$ cat src/rtl/bus_pkg.sv
// rtl/bus_pkg.sv - shared state encoding, master ids and request bundle for bus_arbiter
package bus_pkg;

  typedef enum logic [1:0] {
    IDLE = 2'd0,
    ADDR = 2'd1,
    DATA = 2'd2
  } state_t;

  localparam logic M0 = 1'b0;
  localparam logic M1 = 1'b1;

  typedef struct packed {
    logic [31:0] addr;
    logic        we;
    logic [3:0]  byteen;
    logic [31:0] wd;
  } req_t;

endpackage

$ cat src/rtl/rr_lock_arb.sv
// rtl/rr_lock_arb.sv - round-robin winner select with a bounded M1 lock counter
module rr_lock_arb
  import bus_pkg::*;
#(
  parameter int MAX_LOCK = 8
) (
  input  logic clk,
  input  logic reset,
  input  logic m0_req,
  input  logic m1_req,
  input  logic m1_lock,
  input  logic arb_en,
  output logic winner
);

  logic       last_grant;
  logic [7:0] lock_cnt;
  logic       lock_ok;

  assign lock_ok = m1_lock && (lock_cnt < 8'(MAX_LOCK));

  // On a conflict M1 keeps the bus only while its lock budget lasts.
  always_comb begin
    winner = M0;
    if (m0_req && m1_req) begin
      if (last_grant == M1) winner = lock_ok ? M1 : M0;
      else                  winner = M1;
    end else if (m1_req) begin
      winner = M1;
    end
  end

  always_ff @(posedge clk or negedge reset) begin
    if (!reset) begin
      last_grant <= M1;
      lock_cnt   <= '0;
    end else if (arb_en) begin
      last_grant <= winner;
      if (winner == M0)
        lock_cnt <= '0;
      else if (lock_ok)
        lock_cnt <= lock_cnt + 8'd1;
    end
  end

endmodule

$ cat src/rtl/bus_arbiter.sv
// rtl/bus_arbiter.sv - two-master arbiter time-sharing the single bridge data port
module bus_arbiter
  import bus_pkg::*;
#(
  parameter int MAX_LOCK = 8
) (
  input  logic        clk,
  input  logic        reset,
  input  logic        m0_req,
  input  logic [31:0] m0_addr,
  input  logic        m0_we,
  input  logic [3:0]  m0_byteen,
  input  logic [31:0] m0_wd,
  output logic        m0_gnt,
  output logic        m0_rvalid,
  output logic [31:0] m0_rd,
  input  logic        m1_req,
  input  logic [31:0] m1_addr,
  input  logic        m1_we,
  input  logic [3:0]  m1_byteen,
  input  logic [31:0] m1_wd,
  output logic        m1_gnt,
  output logic        m1_rvalid,
  output logic [31:0] m1_rd,
  input  logic        m1_lock,
  output logic [31:0] s_addr,
  output logic        s_we,
  output logic [3:0]  s_byteen,
  output logic [31:0] s_wd,
  input  logic [31:0] s_rd
);

  state_t state, state_nxt;
  req_t   lat, m0_bundle, m1_bundle;
  logic   owner, winner, arb_en;

  assign m0_bundle = '{addr: m0_addr, we: m0_we, byteen: m0_byteen, wd: m0_wd};
  assign m1_bundle = '{addr: m1_addr, we: m1_we, byteen: m1_byteen, wd: m1_wd};
  assign arb_en    = (state == IDLE) && (m0_req || m1_req);

  rr_lock_arb #(.MAX_LOCK(MAX_LOCK)) u_arb (
    .clk     (clk),
    .reset   (reset),
    .m0_req  (m0_req),
    .m1_req  (m1_req),
    .m1_lock (m1_lock),
    .arb_en  (arb_en),
    .winner  (winner)
  );

  always_ff @(posedge clk or negedge reset) begin
    if (!reset) state <= IDLE;
    else        state <= state_nxt;
  end

  always_comb begin
    state_nxt = state;
    s_addr    = '0;
    s_we      = 1'b0;
    s_byteen  = '0;
    s_wd      = '0;
    m0_gnt    = 1'b0;
    m1_gnt    = 1'b0;
    case (state)
      IDLE: if (arb_en) state_nxt = ADDR;
      ADDR: begin
        s_addr    = lat.addr;
        s_we      = lat.we;
        s_byteen  = lat.we ? lat.byteen : 4'b0;
        s_wd      = lat.wd;
        m0_gnt    = (owner == M0);
        m1_gnt    = (owner == M1);
        state_nxt = lat.we ? IDLE : DATA;
      end
      DATA: begin
        s_addr    = lat.addr;
        state_nxt = IDLE;
      end
      default: state_nxt = IDLE;
    endcase
  end

  // Read data is taken at the end of DATA and presented with rvalid one cycle later.
  always_ff @(posedge clk or negedge reset) begin
    if (!reset) begin
      lat       <= '0;
      owner     <= M0;
      m0_rvalid <= 1'b0;
      m1_rvalid <= 1'b0;
      m0_rd     <= '0;
      m1_rd     <= '0;
    end else begin
      m0_rvalid <= 1'b0;
      m1_rvalid <= 1'b0;
      if (arb_en) begin
        owner <= winner;
        lat   <= (winner == M1) ? m1_bundle : m0_bundle;
      end
      if (state == DATA) begin
        if (owner == M0) begin
          m0_rd     <= s_rd;
          m0_rvalid <= 1'b1;
        end else begin
          m1_rd     <= s_rd;
          m1_rvalid <= 1'b1;
        end
      end
    end
  end

endmodule
$ cat config.mk
export PLATFORM = sky130hd
export DESIGN_NAME = bus_arbiter
export DESIGN_NICKNAME = d
export VERILOG_FILES = /design/src/rtl/bus_pkg.sv /design/src/rtl/rr_lock_arb.sv /design/src/rtl/bus_arbiter.sv
export SDC_FILE = /design/constraint.sdc
export NUM_CORES = 1
export LEC_CHECK = 0
export ABC_AREA = 1
export BUFFER_PORTS_ARGS = -buffer_cell sky130_fd_sc_hd__buf_2
export CAP_MARGIN = 10
export CORE_MARGIN = 4
export CORE_UTILIZATION = 47
export CTS_CLUSTER_SIZE = 30
export DETAILED_ROUTE_END_ITERATION = 7
export PLACE_DENSITY_LB_ADDON = 0.08
export SLEW_MARGIN = 25
export SYNTH_ARGS = -nofsm -noshare
export SYNTH_HDL_FRONTEND = slang
export SYNTH_SLANG_ARGS = --single-unit
$ cat constraint.sdc
create_clock -name clk -period 4.7 [get_ports clk]
set_input_delay 1.41 -clock clk [delete_from_list [all_inputs] [get_ports clk]]
set_output_delay 1.41 -clock clk [all_outputs]
set_load 0.005 [all_outputs]
==> impl_metrics.toml <==
[run_status]
status = "completed"

[logic_synthesis]
dominantRegCellSynth = "dfrtp_1"
syn_nets = 1230
syn_area_um2 = 7518
synth.most_common_cell = "nand2_1"
yosys.area.top_type_share_pct = 48.59
avgSynthCellArea_um2 = 7.154
synth.area.top_cells = "dfrtp_1, nand2_1, inv_1"
ys_ff_latch = 147
ys_seq_area_share_pct = 48.94
yosysUniqueCellTypes = 24
synth_edf_count = 0
synth_cells = 1051
yosysWarnings = 0
ys_async_sr_fraction_pct = 100.0
synth_common_cells = "nand2_1, inv_1, dfrtp_1"
synth_largest_area_cell = "dfrtp_1"

[routing]
drt_pass1_iterations = 5
vias_per_cell = 4.615
wire_per_inst_um = 13.59
dr.first_iter.drc_count = 406
via_count = 7176
wirelength_mm = 21.14
ant_nets = 0
drc_errors = 0

[min_path]
hp-start = "u_arb.last_grant"
min_path_type = "reg2reg"
whs_endpoint = "u_arb.last_grant"
holdPathStages = 2

[cts]
cts_hold_buf = 0
clkLatencyLatePin_ns = 0.42
clkTransAtPathRegs_ns = 0.06
cts-root-buf = "clkbuf_16"
clock_sinks = 147
htreeDepth = 4
cts_buffer_depth = 2
tritoncts.num_buffers = 17
cts_resized = 0
cts_tree = "built"
post_cts_buffers = 0

[floorplanning]
start_util_pct = 48.73
rows = 45
ioPinCount = 312
dieWidth_um = 134.5
die_h_um = 134.5
coreArea_um2 = 15430
die-area_um2 = 18080

[grt]
grt_pass1_wl_mm = 33.82
grt_start_max_net_pins = 97
track_usage_pct = 23.28
antenna_found_initial = 0
grt_pass1_vias = 6890
grt.overflow.total = 0

[pwr]
peakVddDrop_uv = 262.7
power_density_nw_per_um2 = 596.6
p_leak_nw = 6.433

[timing]
drv_slew = 0
grt_setup_unrepaired = "false"
fin_tns_setup_ns = 0
slew_headroom_pct = 40.43
final_hold_viol_count = 0
fin_skew_ns = 0.009323
tightest_slew_ns = 0.8935
finalSetupViolations = 0
period_share_pct = 72.02
setup_ws_ns = 1.315
fmax_mhz = 295.4
period_needed_ns = 3.385

[setup_path]
r2r_cells = 7
r2r-end = "lat[36]"
reg2reg_slack_ns = 2.52
r2r_start = "u_arb.lock_cnt[3]"
cp-end-kind = "primary output"
setup.worst_path.start_class = "flop"
crit_type = "reg2out"
worstPathArrival_ns = 1.97
crit_path_max_fanout = 32
critPathRequiredTime_ns = 3.29

[layout]
fin_nets = 1510
final_layout_size_suffix_gt1_share_pct = 26.81
final_cell_area_um2 = 9671
syn2layout_area_growth_pct = 28.62

[placed_design]
dp_hpwl_mm = 14.93
port_buffers = 311
place_area_um2 = 9097
gp_congestion = 0.8667
pre_cts_slack_ns = 1.428

[job]
drv_cap = 0
[power breakdown]
group / switching (W) / internal (W)
sequential: 0.000318 / 0.00188
combinational: 0.00138 / 0.000918
clock: 0.000527 / 0.000754
[metal layers]
layer  routed length [um]  vias up  track usage, %
met5                    0        -               0
met4                  289        0           7.579
met1                 9169     3241           30.43
met3                 1526       22           5.179
met2                10160      268           38.74
li1                     -     3645               -
[worst max-delay path by stage]
stage	from	endpoint	slack (ns)
after floorplan	state[1]	s_wd[10]	2.09
after global placement	state[1]	s_addr[31]	1.35
after detailed placement	m1_lock	lat[36]	1.43
after CTS	state[1]	s_addr[31]	1.24
after global routing	state[1]	s_addr[14]	1.16
final	state[1]	s_addr[31]	1.32
[cells by family (layout without fill, tap and decap cells)]
logic type | after synthesis | count (layout) | share of synthesized area, %
adders and majority gates | 4 | 4 | 0.6657
DFF | 147 | 147 | 48.94
and+or+nand+nor | 518 | 518 | 28.69
xor gates and xnor gates | 1 | 1 | 0.1165
AOI/OAI and AO/OA | 67 | 67 | 4.493
buffers and inverters | 314 | 606 | 17.09
other | 0 | 1 | 0
[critical path, cell delays in order, from the launching register on]
cell	delay [ns]
dfrtp_1	0.37
inv_1	0.07
ha_2	0.74
nand2_1	0.18
inv_1	0.09
buf_2	0.11
[cell usage in the layout, fill, tap and decap left out, drive strengths merged]
cell type / count
clkinv: 6
inv: 259
dfrtp: 146
nand3: 141
clkbuf: 19
buf: 318
nor2: 16
xnor2: 1
diode: 1
clkinvlp: 3
bufinv: 1
o21ai: 65
ha: 4
a21oi: 1
o31ai: 1
nand2: 359
dfstp: 1
nor3b: 1
or2: 1
[final cells by class]
type,instances,area [um2]
inverters,257,964.7
well taps,211,264.0
fillers,1496,5757
clock buffers,19,452.9
flip-flops and latches,147,3680
clock inverters,12,107.6
diodes,1,2.502
multi-input cells,590,2571
repair buffers,318,1628
[metrics by stage]
| step | hold slack, ns | util, % | std cells | total power, W |
|---|---|---|---|---|
| after detailed placement | 0.4638 | 58.97 | 1523 | 0.004532 |
| after global routing | 0.4961 | 62.67 | 1554 | 0.006276 |
| final | 0.4726 | 62.68 | 1555 | 0.005769 |
| after CTS | 0.4771 | 62.60 | 1554 | 0.005836 |
| after global placement | 0.4601 | 58.95 | 1523 | 0.004494 |
| after floorplan | 0.4475 | - | 1051 | 0.003512 |
[registers in the layout, summed over array words and instances (netlist names)]
| register | cells |
|---|---|
| lat | 69 |
| m0_rd | 32 |
| m1_rd | 32 |
| u_arb.lock_cnt | 8 |
| state | 2 |
| m0_rvalid | 1 |
| m1_rvalid | 1 |
| owner | 1 |
| u_arb.last_grant | 1 |
Power figures use the tool's default switching activity.
